--- src/rtl/alu_seq_pkg.sv ---
// rtl/alu_seq_pkg.sv - shared states, opcodes, IR field positions and op-class helpers
package alu_seq_pkg;

  localparam logic [3:0] ST_IDLE = 4'd0;
  localparam logic [3:0] ST_T0   = 4'd1;
  localparam logic [3:0] ST_T1   = 4'd2;
  localparam logic [3:0] ST_T2   = 4'd3;
  localparam logic [3:0] ST_T3   = 4'd4;
  localparam logic [3:0] ST_T4   = 4'd5;
  localparam logic [3:0] ST_T5   = 4'd6;
  localparam logic [3:0] ST_T6   = 4'd7;
  localparam logic [3:0] ST_HALT = 4'd8;

  localparam int OP_HI = 31;
  localparam int OP_LO = 27;
  localparam int RA_HI = 26;
  localparam int RA_LO = 23;
  localparam int RB_HI = 22;
  localparam int RB_LO = 19;
  localparam int RC_HI = 18;
  localparam int RC_LO = 15;

  localparam logic [4:0] OP_ADD = 5'd0;
  localparam logic [4:0] OP_SUB = 5'd1;
  localparam logic [4:0] OP_AND = 5'd2;
  localparam logic [4:0] OP_OR  = 5'd3;
  localparam logic [4:0] OP_NOT = 5'd4;
  localparam logic [4:0] OP_MUL = 5'd5;
  localparam logic [4:0] OP_DIV = 5'd6;
  localparam logic [4:0] OP_SHR = 5'd7;
  localparam logic [4:0] OP_SHL = 5'd8;
  localparam logic [4:0] OP_ROR = 5'd9;
  localparam logic [4:0] OP_ROL = 5'd10;
  localparam logic [4:0] OP_XOR = 5'd11;
  localparam logic [4:0] OP_NEG = 5'd12;

  typedef enum logic [1:0] {
    CLS_BINARY = 2'd0,
    CLS_UNARY  = 2'd1,
    CLS_MULDIV = 2'd2
  } op_class_e;

  function automatic logic is_unary(input logic [4:0] op);
    return (op == OP_NOT) || (op == OP_NEG);
  endfunction

  function automatic logic is_muldiv(input logic [4:0] op);
    return (op == OP_MUL) || (op == OP_DIV);
  endfunction

endpackage

--- src/rtl/alu_instr_sequencer_if.sv ---
// rtl/alu_instr_sequencer_if.sv - control bus between the sequencer and the Mini SRC datapath
interface alu_seq_ctrl_if;
  logic        mem_ready;
  logic [31:0] w_IR;
  logic        s_PC;
  logic        s_Zlow;
  logic        s_Zhigh;
  logic        s_MDR;
  logic        s_Rout;
  logic [3:0]  rsel_out;
  logic        e_Rin;
  logic [3:0]  rsel_in;
  logic        e_MAR;
  logic        e_Z;
  logic        e_PC;
  logic        e_MDR;
  logic        e_IR;
  logic        e_Y;
  logic        e_HI;
  logic        e_LO;
  logic        e_alu;
  logic        w_IncPC;
  logic        w_read;
  logic [5:0]  opcode;

  modport master (
    input  mem_ready, w_IR,
    output s_PC, s_Zlow, s_Zhigh, s_MDR, s_Rout, rsel_out, e_Rin, rsel_in,
           e_MAR, e_Z, e_PC, e_MDR, e_IR, e_Y, e_HI, e_LO, e_alu,
           w_IncPC, w_read, opcode
  );

  modport slave (
    output mem_ready, w_IR,
    input  s_PC, s_Zlow, s_Zhigh, s_MDR, s_Rout, rsel_out, e_Rin, rsel_in,
           e_MAR, e_Z, e_PC, e_MDR, e_IR, e_Y, e_HI, e_LO, e_alu,
           w_IncPC, w_read, opcode
  );
endinterface

--- src/rtl/alu_seq_decode.sv ---
// rtl/alu_seq_decode.sv - classifies the IR opcode field and flags opcodes beyond MAX_OP
module alu_seq_decode
  import alu_seq_pkg::*;
#(
  parameter int MAX_OP = 12
) (
  input  logic [4:0] op,
  output op_class_e  op_class,
  output logic       op_illegal
);

  assign op_illegal = (int'(op) > MAX_OP);

  always_comb begin
    op_class = CLS_BINARY;
    if (is_unary(op)) begin
      op_class = CLS_UNARY;
    end else if (is_muldiv(op)) begin
      op_class = CLS_MULDIV;
    end
  end

endmodule

--- src/rtl/alu_instr_sequencer.sv ---
// rtl/alu_instr_sequencer.sv - fetch/decode/execute control FSM for register-to-register ALU instructions
module alu_instr_sequencer
  import alu_seq_pkg::*;
#(
  parameter int CNT_W  = 16,
  parameter int MAX_OP = 12
) (
  input  logic             w_clock,
  input  logic             w_clear_n,
  input  logic             run,
  alu_seq_ctrl_if.master   ctl,
  output logic             busy,
  output logic             illegal,
  output logic [CNT_W-1:0] instr_count
);

  logic [3:0]       state_q, state_d;
  logic             illegal_q, illegal_d;
  logic [CNT_W-1:0] count_q, count_d;
  logic [4:0]       op;
  logic [3:0]       ra, rb, rc;
  op_class_e        op_class;
  logic             op_illegal;
  logic             retire;
  logic             unused_ir_low;

  assign op = ctl.w_IR[OP_HI:OP_LO];
  assign ra = ctl.w_IR[RA_HI:RA_LO];
  assign rb = ctl.w_IR[RB_HI:RB_LO];
  assign rc = ctl.w_IR[RC_HI:RC_LO];
  assign unused_ir_low = ^ctl.w_IR[RC_LO-1:0];

  alu_seq_decode #(.MAX_OP(MAX_OP)) u_decode (
    .op         (op),
    .op_class   (op_class),
    .op_illegal (op_illegal)
  );

  // Last execute step of each class writes back and retires the instruction.
  always_comb begin
    case (state_q)
      ST_T4:   retire = (op_class == CLS_UNARY);
      ST_T5:   retire = (op_class == CLS_BINARY);
      ST_T6:   retire = 1'b1;
      default: retire = 1'b0;
    endcase
  end

  always_comb begin
    state_d   = state_q;
    illegal_d = illegal_q;
    count_d   = count_q;
    case (state_q)
      ST_IDLE: if (run) state_d = ST_T0;
      ST_T0:   state_d = ST_T1;
      ST_T1:   if (ctl.mem_ready) state_d = ST_T2;
      ST_T2:   state_d = ST_T3;
      ST_T3: begin
        if (op_illegal) begin
          state_d   = ST_HALT;
          illegal_d = 1'b1;
        end else begin
          state_d = ST_T4;
        end
      end
      ST_T4:   state_d = ST_T5;
      ST_T5:   state_d = ST_T6;
      ST_T6:   state_d = ST_IDLE;
      ST_HALT: state_d = ST_HALT;
      default: state_d = ST_IDLE;
    endcase
    if (retire) begin
      count_d = count_q + 1'b1;
      state_d = run ? ST_T0 : ST_IDLE;
    end
  end

  always_ff @(posedge w_clock) begin
    if (!w_clear_n) begin
      state_q   <= ST_IDLE;
      illegal_q <= 1'b0;
      count_q   <= '0;
    end else begin
      state_q   <= state_d;
      illegal_q <= illegal_d;
      count_q   <= count_d;
    end
  end

  always_comb begin
    ctl.s_PC     = 1'b0;
    ctl.s_Zlow   = 1'b0;
    ctl.s_Zhigh  = 1'b0;
    ctl.s_MDR    = 1'b0;
    ctl.s_Rout   = 1'b0;
    ctl.rsel_out = 4'd0;
    ctl.e_Rin    = 1'b0;
    ctl.rsel_in  = 4'd0;
    ctl.e_MAR    = 1'b0;
    ctl.e_Z      = 1'b0;
    ctl.e_PC     = 1'b0;
    ctl.e_MDR    = 1'b0;
    ctl.e_IR     = 1'b0;
    ctl.e_Y      = 1'b0;
    ctl.e_HI     = 1'b0;
    ctl.e_LO     = 1'b0;
    ctl.e_alu    = 1'b0;
    ctl.w_IncPC  = 1'b0;
    ctl.w_read   = 1'b0;
    ctl.opcode   = 6'd0;
    case (state_q)
      ST_T0: begin
        ctl.s_PC    = 1'b1;
        ctl.e_MAR   = 1'b1;
        ctl.w_IncPC = 1'b1;
        ctl.e_Z     = 1'b1;
      end
      ST_T1: begin
        ctl.s_Zlow = 1'b1;
        ctl.e_PC   = 1'b1;
        ctl.w_read = 1'b1;
        ctl.e_MDR  = 1'b1;
      end
      ST_T2: begin
        ctl.s_MDR = 1'b1;
        ctl.e_IR  = 1'b1;
      end
      ST_T3: begin
        if (!op_illegal) begin
          ctl.opcode = {1'b0, op};
          ctl.s_Rout = 1'b1;
          if (op_class == CLS_UNARY) begin
            ctl.rsel_out = rb;
            ctl.e_alu    = 1'b1;
            ctl.e_Z      = 1'b1;
          end else begin
            ctl.rsel_out = (op_class == CLS_MULDIV) ? ra : rb;
            ctl.e_Y      = 1'b1;
          end
        end
      end
      ST_T4: begin
        ctl.opcode = {1'b0, op};
        if (op_class == CLS_UNARY) begin
          ctl.s_Zlow  = 1'b1;
          ctl.e_Rin   = 1'b1;
          ctl.rsel_in = ra;
        end else begin
          ctl.s_Rout   = 1'b1;
          ctl.rsel_out = (op_class == CLS_MULDIV) ? rb : rc;
          ctl.e_alu    = 1'b1;
          ctl.e_Z      = 1'b1;
        end
      end
      ST_T5: begin
        ctl.opcode = {1'b0, op};
        ctl.s_Zlow = 1'b1;
        if (op_class == CLS_MULDIV) begin
          ctl.e_LO = 1'b1;
        end else begin
          ctl.e_Rin   = 1'b1;
          ctl.rsel_in = ra;
        end
      end
      ST_T6: begin
        ctl.opcode  = {1'b0, op};
        ctl.s_Zhigh = 1'b1;
        ctl.e_HI    = 1'b1;
      end
      default: ;
    endcase
  end

  assign busy        = (state_q != ST_IDLE) && (state_q != ST_HALT);
  assign illegal     = illegal_q;
  assign instr_count = count_q;

endmodule
--- src/flat_wrapper.sv ---
// flat-port wrapper written by rule: the top's interface ports become plain ports
module alu_instr_sequencer_flat import alu_seq_pkg::*;
#(
  parameter int CNT_W  = 16,
  parameter int MAX_OP = 12
)
  (w_clock, w_clear_n, run, busy, illegal, instr_count, ctl_mem_ready, ctl_w_IR, ctl_s_PC, ctl_s_Zlow, ctl_s_Zhigh, ctl_s_MDR, ctl_s_Rout, ctl_rsel_out, ctl_e_Rin, ctl_rsel_in, ctl_e_MAR, ctl_e_Z, ctl_e_PC, ctl_e_MDR, ctl_e_IR, ctl_e_Y, ctl_e_HI, ctl_e_LO, ctl_e_alu, ctl_w_IncPC, ctl_w_read, ctl_opcode);
  alu_seq_ctrl_if ctl_i ();
  input  logic w_clock;
  input  logic w_clear_n;
  input  logic run;
  output logic busy;
  output logic illegal;
  output logic [CNT_W-1:0] instr_count;
  input wire logic [$bits(ctl_i.mem_ready)-1:0] ctl_mem_ready;
  input wire logic [$bits(ctl_i.w_IR)-1:0] ctl_w_IR;
  output wire logic [$bits(ctl_i.s_PC)-1:0] ctl_s_PC;
  output wire logic [$bits(ctl_i.s_Zlow)-1:0] ctl_s_Zlow;
  output wire logic [$bits(ctl_i.s_Zhigh)-1:0] ctl_s_Zhigh;
  output wire logic [$bits(ctl_i.s_MDR)-1:0] ctl_s_MDR;
  output wire logic [$bits(ctl_i.s_Rout)-1:0] ctl_s_Rout;
  output wire logic [$bits(ctl_i.rsel_out)-1:0] ctl_rsel_out;
  output wire logic [$bits(ctl_i.e_Rin)-1:0] ctl_e_Rin;
  output wire logic [$bits(ctl_i.rsel_in)-1:0] ctl_rsel_in;
  output wire logic [$bits(ctl_i.e_MAR)-1:0] ctl_e_MAR;
  output wire logic [$bits(ctl_i.e_Z)-1:0] ctl_e_Z;
  output wire logic [$bits(ctl_i.e_PC)-1:0] ctl_e_PC;
  output wire logic [$bits(ctl_i.e_MDR)-1:0] ctl_e_MDR;
  output wire logic [$bits(ctl_i.e_IR)-1:0] ctl_e_IR;
  output wire logic [$bits(ctl_i.e_Y)-1:0] ctl_e_Y;
  output wire logic [$bits(ctl_i.e_HI)-1:0] ctl_e_HI;
  output wire logic [$bits(ctl_i.e_LO)-1:0] ctl_e_LO;
  output wire logic [$bits(ctl_i.e_alu)-1:0] ctl_e_alu;
  output wire logic [$bits(ctl_i.w_IncPC)-1:0] ctl_w_IncPC;
  output wire logic [$bits(ctl_i.w_read)-1:0] ctl_w_read;
  output wire logic [$bits(ctl_i.opcode)-1:0] ctl_opcode;
  assign ctl_i.mem_ready = ctl_mem_ready;
  assign ctl_i.w_IR = ctl_w_IR;
  assign ctl_s_PC = ctl_i.s_PC;
  assign ctl_s_Zlow = ctl_i.s_Zlow;
  assign ctl_s_Zhigh = ctl_i.s_Zhigh;
  assign ctl_s_MDR = ctl_i.s_MDR;
  assign ctl_s_Rout = ctl_i.s_Rout;
  assign ctl_rsel_out = ctl_i.rsel_out;
  assign ctl_e_Rin = ctl_i.e_Rin;
  assign ctl_rsel_in = ctl_i.rsel_in;
  assign ctl_e_MAR = ctl_i.e_MAR;
  assign ctl_e_Z = ctl_i.e_Z;
  assign ctl_e_PC = ctl_i.e_PC;
  assign ctl_e_MDR = ctl_i.e_MDR;
  assign ctl_e_IR = ctl_i.e_IR;
  assign ctl_e_Y = ctl_i.e_Y;
  assign ctl_e_HI = ctl_i.e_HI;
  assign ctl_e_LO = ctl_i.e_LO;
  assign ctl_e_alu = ctl_i.e_alu;
  assign ctl_w_IncPC = ctl_i.w_IncPC;
  assign ctl_w_read = ctl_i.w_read;
  assign ctl_opcode = ctl_i.opcode;
  alu_instr_sequencer #(.CNT_W(CNT_W), .MAX_OP(MAX_OP)) u_core (.w_clock(w_clock), .w_clear_n(w_clear_n), .run(run), .ctl(ctl_i), .busy(busy), .illegal(illegal), .instr_count(instr_count));
endmodule
--- config.mk ---
export PLATFORM = sky130hd
export DESIGN_NAME = alu_instr_sequencer_flat
export DESIGN_NICKNAME = d
export VERILOG_FILES = /design/src/rtl/alu_seq_pkg.sv /design/src/rtl/alu_instr_sequencer_if.sv /design/src/rtl/alu_seq_decode.sv /design/src/rtl/alu_instr_sequencer.sv /design/src/flat_wrapper.sv
export SDC_FILE = /design/constraint.sdc
export NUM_CORES = 1
export LEC_CHECK = 0
export ABC_AREA = 1
export CAP_MARGIN = 20
export CORE_ASPECT_RATIO = 0.9
export CORE_MARGIN = 2
export CORE_UTILIZATION = 38
export DETAILED_ROUTE_END_ITERATION = 8
export GPL_TIMING_DRIVEN = 0
export PLACE_DENSITY = 0.86
export SLEW_MARGIN = 15
export SYNTH_ARGS = -nofsm -noshare
export SYNTH_HDL_FRONTEND = slang
export SYNTH_SLANG_ARGS = --single-unit
--- constraint.sdc ---
create_clock -name w_clock -period 5.08 [get_ports w_clock]
set_input_delay 1.524 -clock w_clock [delete_from_list [all_inputs] [get_ports w_clock]]
set_output_delay 1.524 -clock w_clock [all_outputs]
set_load 0.03 [all_outputs]
Yosys cells after proc, flatten, opt, wreduce, memory -nomap -nowiden
Index checks and enable logic that the tools add are counted.
{"block": "word_totals", "ff_bits": 21, "output_inout_bits": 49, "elab_cells": 70, "input_bits": 36}
{"block": "op_classes", "n_addsub": 1, "n_mux": 38, "order_cmp": 1, "n_eq_ne": 17, "reduce_logical": 10}
{"op": "$mux 4", "n": 11}
{"op": "$pmux 4 s8", "n": 1}
{"op": "$add 16x1->16 const B", "n": 1}
{"op": "$eq 4x3->1 const B", "n": 4}
{"op": "$pmux 4 s2", "n": 2}
{"op": "$eq 5x3->1 const B", "n": 3}
{"op": "$mux 1", "n": 14}
{"op": "$pmux 6 s2", "n": 1}
{"op": "$eq 4x2->1 const B", "n": 2}
{"op": "$pmux 1 s2", "n": 4}
{"op": "$ne 3x2->1 const B", "n": 2}
{"op": "$pmux 1 s3", "n": 2}
{"op": "$eq 5x4->1 const B", "n": 1}
{"op": "$gt 5x4->1 const B", "n": 1}
{"op": "$mux 5", "n": 1}
{"op": "$eq 4x1->1 const B", "n": 1}
{"op": "$eq 4x4->1 const B", "n": 1}
{"op": "$logic_not 4->1", "n": 1}
{"op": "$mux 2", "n": 2}
{"op": "$ne 4x4->1 const B", "n": 1}
{"op": "$reduce_and 2->1", "n": 2}
{"op": "$reduce_bool 4->1", "n": 1}
{"op": "$reduce_or 3->1", "n": 1}
{"op": "$eq 2x1->1 const B", "n": 1}
{"op": "5 further kinds", "n": 6}

Depth between registers and ports, before layout
Gate-level depths: netlist of the first run.
{"block": "depth", "word_depth": 9, "mapped_depth": 11, "depth_no_buf": 10}

By module
A second synthesis of the first run with hierarchy kept.
{"block": "hier_totals", "cells_unflattened": 289, "area_unflattened_um2": 1684.1}
{"mod": "alu_instr_sequencer", "area_per_inst_um2": 1621.6, "instances": 1, "cells_per_inst": 275, "seq_area_each_um2": 420.4}
{"mod": "alu_seq_decode", "area_per_inst_um2": 62.6, "instances": 1, "cells_per_inst": 14, "seq_area_each_um2": 0.0}

Worst setup path after synthesis of the first run
OpenSTA, ideal clock, no wires.
{"block": "synth_timing", "path_type": "in2out", "from": "input port ctl_w_IR[31]", "to": "output port ctl_rsel_out[2]", "n_path_buf": 1, "t_arrival_ns": 2.545, "path_slack_ns": 1.011, "required_ns": 3.556, "cell_stages": 8, "cell_sequence": "inv_2 nand2_1 nor2_1 nand2_2 clkbuf_1 a21oi_1 o21ai_0 nand2_1"}
{"block": "synth_via", "elab_chain_len": 9, "elab_cells_between_ends": 17, "cone_classes": "1 x order compare; 6 x eq/ne; 8 x mux; 2 x reduce/logical"}
{"element": "from (decl)", "line_no": "flat_wrapper.sv:16", "rtl": "input wire logic [$bits(ctl_i.w_IR)-1:0] ctl_w_IR;"}
{"element": "$eq 5x3->1", "line_no": "alu_seq_pkg.sv:48", "rtl": "return (op == OP_MUL) || (op == OP_DIV);"}
{"element": "$logic_or 1x1->1", "line_no": "alu_seq_pkg.sv:48"}
{"element": "$mux 2", "line_no": "alu_seq_decode.sv:18", "rtl": "end else if (is_muldiv(op)) begin"}
{"element": "$mux 2", "line_no": "alu_seq_decode.sv:16", "rtl": "if (is_unary(op)) begin"}
{"element": "$eq 2x2->1", "line_no": "alu_instr_sequencer.sv:137, alu_instr_sequencer.sv:150"}
{"element": "$mux 4", "line_no": "alu_instr_sequencer.sv:137", "rtl": "ctl.rsel_out = (op_class == CLS_MULDIV) ? ra : rb;"}
{"element": "$mux 4", "line_no": "alu_instr_sequencer.sv:132", "rtl": "if (op_class == CLS_UNARY) begin"}
{"element": "$mux 4", "line_no": "alu_instr_sequencer.sv:129", "rtl": "if (!op_illegal) begin"}
{"element": "$pmux 4 s2 (*)", "line_no": "alu_instr_sequencer.sv:111", "rtl": "case (state_q)"}
{"element": "to (decl)", "line_no": "flat_wrapper.sv:22", "rtl": "output wire logic [$bits(ctl_i.rsel_out)-1:0] ctl_rsel_out;"}
Every way passes the cells marked *; elsewhere a longest branch is shown, timed or not.

Final worst setup path of the first run
{"block": "layout_timing", "from": "input port ctl_w_IR[29]", "to": "output port ctl_rsel_out[3]"}
Same word-level chain as after synthesis.

==> run_results.csv, run 1 <==
group,metric,value,unit
outcome,outcome,"finished, final reports clean",
detailed_routing,first_pass_iters,4,
power,p_switching,0.2768,mW
floorplanning,die_w,74.69,um
clocking,cts_buffer_depth,2,
power,seq_power_share,0.283,
critical_path,end_kind,"output pin",
finish,fin_util,0.5709,
finish,fin_cells,419,
finish,drive_gt1_frac,0.1036,
clocking,clk_latency,0.26,ns
floorplanning,dieArea,5051,um2
power,switching_share,0.4230,
sta,clock.fmax,0.2025,GHz
grt,grt_pass1_vias,1740,
grt,grt_antenna_before_repair,0,
synthesis,syn_area_per_cell,5.997,um2
detailed_routing,viasPerCell,4.819,
critical_path,critPathKind,"input port to output pin",
placement,portBuffers,68,
critical_path,crit_path_end,"ctl_rsel_out[3]",
placement,dp.cells,415,
detailed_routing,drt_iter0_drc,107,
power,internal_power,0.3777,mW
sta,finalCritPeriodShare,0.9719,
sta,slew_viol_final,0,
finish,design_area,2514,um2
synthesis,ys_ff_latch,21,
clocking,clk_pin_slew_worst_paths,0.07,ns
grt,grt_overflow_total,0,
power,power_leakage,1.108,nW
worst_hold_path,hp-class,"flip-flop to flip-flop",
grt,grtUsageTotal,0.1851,
critical_path,required,3.56,ns
detailed_routing,wl,4.627,mm
synthesis,syn_area,1709,um2
placement,place_area,2467,um2
critical_path,worstSetupStartpoint,"ctl_w_IR[29]",
synthesis,synth_compound_area_frac,0.1054,
clocking,cts_setup_buffers,0,
detailed_routing,vias,2019,
sta,finalSetupTns,0,ns
critical_path,worstReg2RegStart,"u_core.instr_count[0]",
detailed_routing,route.detailed.drc,0,
clocking,cts-hold-fix-buffers,0,
sta,hold_slack,0.4585,ns
detailed_routing,ant_nets,0,
synthesis,syn_inst,285,
critical_path,cp_common_cell,"nand2_1",
power,combPwrFrac,0.549,
synthesis,synth.area.top_cells,"dfxtp_1, nand2_1, nand3_1",
synthesis,ys_types,24,
floorplanning,die_y,67.63,um
critical_path,reg2reg_depth,8,
clocking,tritoncts,"yes",
critical_path,path_cells,"clkdlybuf4s50_1 -> nand2_1 -> nor2_1 -> nand2_2 -> clkbuf_1 -> a21oi_1 -> o21ai_0 -> nand2_1 -> clkdlybuf4s15_1",
clocking,clockRootBuffer,"clkbuf_8",
critical_path,cp_max_fo,10,
critical_path,cp_slowest_cell,"clkdlybuf4s50_1",
power,pwr-share-clk,0.168,
clocking,cts_buffers,3,
placement,gp_congestion,0.8977,
floorplanning,rows,23,
critical_path,arrival,3.41,ns
synthesis,synthSimpleGateAreaFrac,0.4517,
placement,dp_slack,-0.1421,ns
sta,layout_min_cycle_time,4.937,ns
critical_path,startpoint_type,"input port",
critical_path,ff2ff_setup_slack,3.46,ns
floorplanning,core_area,4403,um2
placement,dp_hpwl,3.663,mm
flow_run,drv_cap,0,
synthesis,synth-adder-area-share,0.007321,
clocking,cts_sinks,21,
synthesis,synth_xor_area_frac,0.03587,
sta,setup_viol,0,
power,cellPowerDensity,260.4,nW/um2
critical_path,reg2reg_to,"u_core.instr_count[10]",
critical_path,cpPeakStageDelay,0.57,ns
grt,grt_pass1_wl,7.479,mm
sta,hold_violations,0,
synthesis,synth.largest_area_cell,"dfxtp_1",
finish,diodes,0,
power,p_total,0.6545,mW
synthesis,yosysWarnings,0,
synthesis,muxShareOfSynthArea,0,
finish,areaGrowthSynthToFinish,47.07,%
clocking,h-tree-depth,1,
synthesis,ys_seq_area_frac,0.2460,
synthesis,synth.net_count,322,
synthesis,synth_top_family_by_area,"simple AND/OR/NAND/NOR gates",
sta,setup_slack,0.1426,ns
detailed_routing,routedWlPerCell,11.04,um
power,vdd_drop_max,0.0001343,V
grt,grt_max_degree,12,
floorplanning,initial_core_util,0.3882,
finish,nNetsFinal,395,
synthesis,yosysTopAreaCellShare,0.2460,
floorplanning,pin_count,85,
sta,finalClockSkew,0.003430,ns
## power groups by stage
| stage | Combinational (mW) | Sequential [mW] | Clock, mW |
|---|---|---|---|
| 2_1_floorplan | 0.229 | 0.189 | 0 |
| 3_3_place_gp | 0.355 | 0.189 | 0 |
| 3_5_place_dp | 0.362 | 0.189 | 0 |
| 4_1_cts | 0.361 | 0.185 | 0.113 |
| 5_1_grt | 0.384 | 0.187 | 0.119 |
| 6_report | 0.359 | 0.185 | 0.110 |
## routing by layer
| layer | vias to the layer above | global-route usage | wire (um) |
|---|---|---|---|
| li1 | 1040 | - | - |
| met5 | - | 0 | 0 |
| met1 | 885 | 0.2109 | 1965 |
| met3 | 7 | 0.02836 | 474 |
| met4 | 0 | 0.06250 | 66 |
| met2 | 87 | 0.3485 | 2120 |
## critical path: cells and delay by family
family	cells	cell delay [ns]
AO/OA/AOI/OAI	2	0.26
buffers and inverters	3	1.18
AND/OR/NAND/NOR	4	0.44
## logic make-up after synthesis
kind of cell / Yosys count
and+or+nand+nor: 164
buffers and inverters: 55
AOI/OAI and AO/OA: 36
DFF: 21
xor gates and xnor gates: 7
adders and majority gates: 1
other: 1
## how the worst min path moves through the flow
stage | from | end | cells past startpoint
final | u_core.illegal | u_core.illegal | 2
after global routing | u_core.illegal | u_core.illegal | 2
after detailed placement | u_core.illegal | u_core.illegal | 2
after floorplan | u_core.state_q[3] | u_core.state_q[3] | 2
after global placement | u_core.illegal | u_core.illegal | 2
after CTS | u_core.illegal | u_core.illegal | 2
## cell usage in the layout (no fill, tap or decap), drive strengths merged
master / instances
xor2: 4
xnor2: 3
nor2: 43
ha: 1
nor3: 2
clkdlybuf4s15: 2
a21oi: 24
dlymetal6s2s: 3
conb: 1
nand4: 6
buf: 11
nand2: 74
nand3: 39
clkdlybuf4s50: 61
inv: 41
dfxtp: 21
o21ai: 12
clkbuf: 9
## cell usage after synthesis
library cell  count
nand2_1          69
inv_1            37
nand3_1          36
nor2_1           36
a21oi_1          24
dfxtp_1          21
o21ai_0          12
buf_4             8
nand4_1           6
nor2_2            5
inv_2             4
xor2_1            4
buf_6             3
clkbuf_1          3
nand2_4           3
xnor2_1           3
nand2_2           2
nand3_4           2
nor2_4            2
conb_1            1
ha_1              1
nand3_2           1
nor3_1            1
nor3_2            1
## flip-flops by register name, summed over array words and instances, names as in the netlist
signal	cells
u_core.instr_count	16
u_core.state_q	4
u_core.illegal	1
## timing repair
action / 4_1_cts / 5_1_grt
pin swaps: 0 / 0
gates resized for setup: 4 / 10
setup endpoints to repair: 4 / 10
## cell type report
cell class	instances	area, um2
clock buffers	4	45.04
plain buffers	14	105.1
fillers	425	1889
well taps	62	77.57
multi-input cells	209	1033
repair buffers	68	678.2
inverters	41	153.9
flip-flops and latches	21	420.4
No activity file was read; power rests on OpenSTA's default activity.
==> run 2: changes to the inputs <==
--- a/config.mk
+++ b/config.mk
@@ -11,6 +11,7 @@
 export CORE_MARGIN = 2
 export CORE_UTILIZATION = 38
 export DETAILED_ROUTE_END_ITERATION = 8
+export GPL_ROUTABILITY_DRIVEN = 0
 export GPL_TIMING_DRIVEN = 0
 export PLACE_DENSITY = 0.86
 export SLEW_MARGIN = 15
==> results of run 2 <==
No change in the layout: final DEF, timing and power equal those of run 1.
==> run 3: changes to the inputs <==
--- a/config.mk
+++ b/config.mk
@@ -12,7 +12,6 @@
 export CORE_UTILIZATION = 38
 export DETAILED_ROUTE_END_ITERATION = 8
 export GPL_ROUTABILITY_DRIVEN = 0
-export GPL_TIMING_DRIVEN = 0
 export PLACE_DENSITY = 0.86
 export SLEW_MARGIN = 15
 export SYNTH_ARGS = -nofsm -noshare
==> run 3 against run 2 <==
- count of clock-buffer cells in the layout shrank 1
- die area is the same
- via count shrank 3.1%
- core utilization shrank 1.2 points
- register-to-register slack is essentially flat
- total power shrank 4.5%
- design area shrank 2.1%
- maximum frequency is essentially flat
- critical path depth shrank 2
- routed wire length shrank 5.6%
- clock skew shrank 0.0018 ns
==> run_results.csv, run 3 (synthesis results as in run 1) <==
group,metric,value,unit
outcome,outcome,"finished, final reports clean",
floorplanning,die_w,74.69,um
critical_path,reg2reg_to,"u_core.instr_count[10]",
grt,grt_pass1_wl,7.203,mm
finish,design_area,2461,um2
sta,rsz0062_at_grt,"false",
critical_path,cp_slowest_cell,"clkdlybuf4s50_1",
floorplanning,dieArea,5051,um2
finish,drive_gt1_frac,0.08069,
sta,slew_viol_final,0,
sta,finalCritPeriodShare,0.9726,
critical_path,ff2ff_setup_slack,3.46,ns
critical_path,end_kind,"output pin",
power,cellPowerDensity,253.9,nW/um2
grt,grt_pass1_vias,1697,
grt,grt_overflow_total,0,
grt,grtUsageTotal,0.1771,
critical_path,reg2reg_depth,8,
sta,finalSetupTns,0,ns
finish,layout_commonest_cell,"nand2_1",
sta,slew_headroom,0.5681,
worst_hold_path,min_from,"u_core.illegal",
clocking,cts_buffer_depth,2,
floorplanning,die_y,67.63,um
critical_path,path_cells,"clkdlybuf4s50_1 -> nand2_1 -> nor2_1 -> nand2_2 -> buf_4 -> nor2_1 -> clkdlybuf4s50_1",
placement,portBuffers,68,
critical_path,required,3.56,ns
detailed_routing,ant_nets,0,
placement,dp_hpwl,3.404,mm
flow_run,drv_cap,0,
finish,areaGrowthSynthToFinish,44.00,%
grt,grt_antenna_before_repair,0,
floorplanning,pin_count,85,
critical_path,cpPeakStageDelay,0.68,ns
clocking,clk_pin_slew_worst_paths,0.08,ns
worst_hold_path,hold_path_depth,2,
detailed_routing,viasPerCell,4.782,
clocking,cts_sinks,21,
power,power_leakage,1.171,nW
clocking,clockRootBuffer,"clkbuf_8",
detailed_routing,routedWlPerCell,10.68,um
finish,multi_input_area,1030,um2
sta,setup_viol,0,
clocking,cts-hold-fix-buffers,0,
critical_path,arrival,3.42,ns
sta,worst_pin_slew,0.6471,ns
detailed_routing,route.detailed.drc,0,
sta,hold_violations,0,
sta,layout_min_cycle_time,4.941,ns
critical_path,startpoint_type,"input port",
clocking,cts_resized,0,
detailed_routing,vias,1956,
critical_path,cp_max_fo,18,
clocking,cts_buffers,3,
finish,diodes,0,
clocking,clk_latency,0.26,ns
sta,finalClockSkew,0.001632,ns
critical_path,critPathKind,"input port to output pin",
clocking,cts_setup_buffers,0,
worst_hold_path,whs_endpoint,"u_core.illegal",
floorplanning,rows,23,
clocking,h-tree-depth,1,
critical_path,worstReg2RegStart,"u_core.instr_count[0]",
worst_hold_path,hp-class,"flip-flop to flip-flop",
floorplanning,initial_core_util,0.3882,
finish,largest_register_ffs,16,
finish,seq_area,420.4,um2
grt,grt_max_degree,21,
sta,clock.fmax,0.2024,GHz
detailed_routing,wl,4.367,mm
finish,fillerInstances,421,
detailed_routing,drt_iter0_drc,60,
clocking,tritoncts,"yes",
power,vdd_drop_max,0.0001557,V
finish,nNetsFinal,385,
finish,final_cell_mix,"nand2_1, clkdlybuf4s50_1, inv_1, nand3_1, nor2_1",
placement,place_area,2392,um2
floorplanning,core_area,4403,um2
detailed_routing,first_pass_iters,4,
[run 3: layer usage]
| layer | up-vias | wire length [um] | track usage |
|---|---|---|---|
| li1 | 1022 | - | - |
| met5 | - | 0 | 0 |
| met2 | 77 | 1956 | 0.3175 |
| met4 | 0 | 17 | 0.04018 |
| met3 | 4 | 447 | 0.03284 |
| met1 | 853 | 1945 | 0.2191 |
[run 3: through the flow]
step                      cells  worst slack, ns    util  total power [mW]  hold slack [ns]
after detailed placement    405          0.06778  0.5433            0.5225           0.4504
after floorplan             285            1.011       -            0.4181           0.4868
after CTS                   409          0.05744  0.5539            0.6319           0.4627
final                       409           0.1394  0.5590            0.6248           0.4560
after global placement      405          0.09310  0.5433            0.5186           0.4392
after global routing        409          0.02659  0.5590            0.6600           0.5060
[run 3: cell type report]
| type | count | area share |
|---|---|---|
| clock buffer | 3 | 0.01678 |
| clock inverter | 1 | 0.002034 |
| inverter | 41 | 0.06253 |
| multi-input combinational | 209 | 0.4184 |
| sequential | 21 | 0.1708 |
| tap | 62 | 0.03152 |
| timing repair buffer | 72 | 0.2979 |
[run 3: worst max-delay path by stage]
stage                  from               to  cells after the start
2_1_floorplan  ctl_w_IR[31]  ctl_rsel_out[2]                      8
3_3_place_gp   ctl_w_IR[28]   ctl_rsel_in[2]                      8
3_5_place_dp   ctl_w_IR[29]  ctl_rsel_out[2]                      8
4_1_cts        ctl_w_IR[29]  ctl_rsel_out[2]                      8
5_1_grt        ctl_w_IR[29]         ctl_e_LO                      7
6_report       ctl_w_IR[29]         ctl_e_LO                      7
[run 3: worst max-delay path, delay by kind of cell]
kind / cells / cell delay, ns
buffers and inverters: 3 / 1.43
and+or+nand+nor: 4 / 0.46
[run 3: power by group]
part	leakage, nW	switching, mW	internal, mW	total [mW]
sequential	0.170	0.0105	0.175	0.185
combinational	0.976	0.203	0.127	0.330
clock	0.0255	0.0547	0.0546	0.109
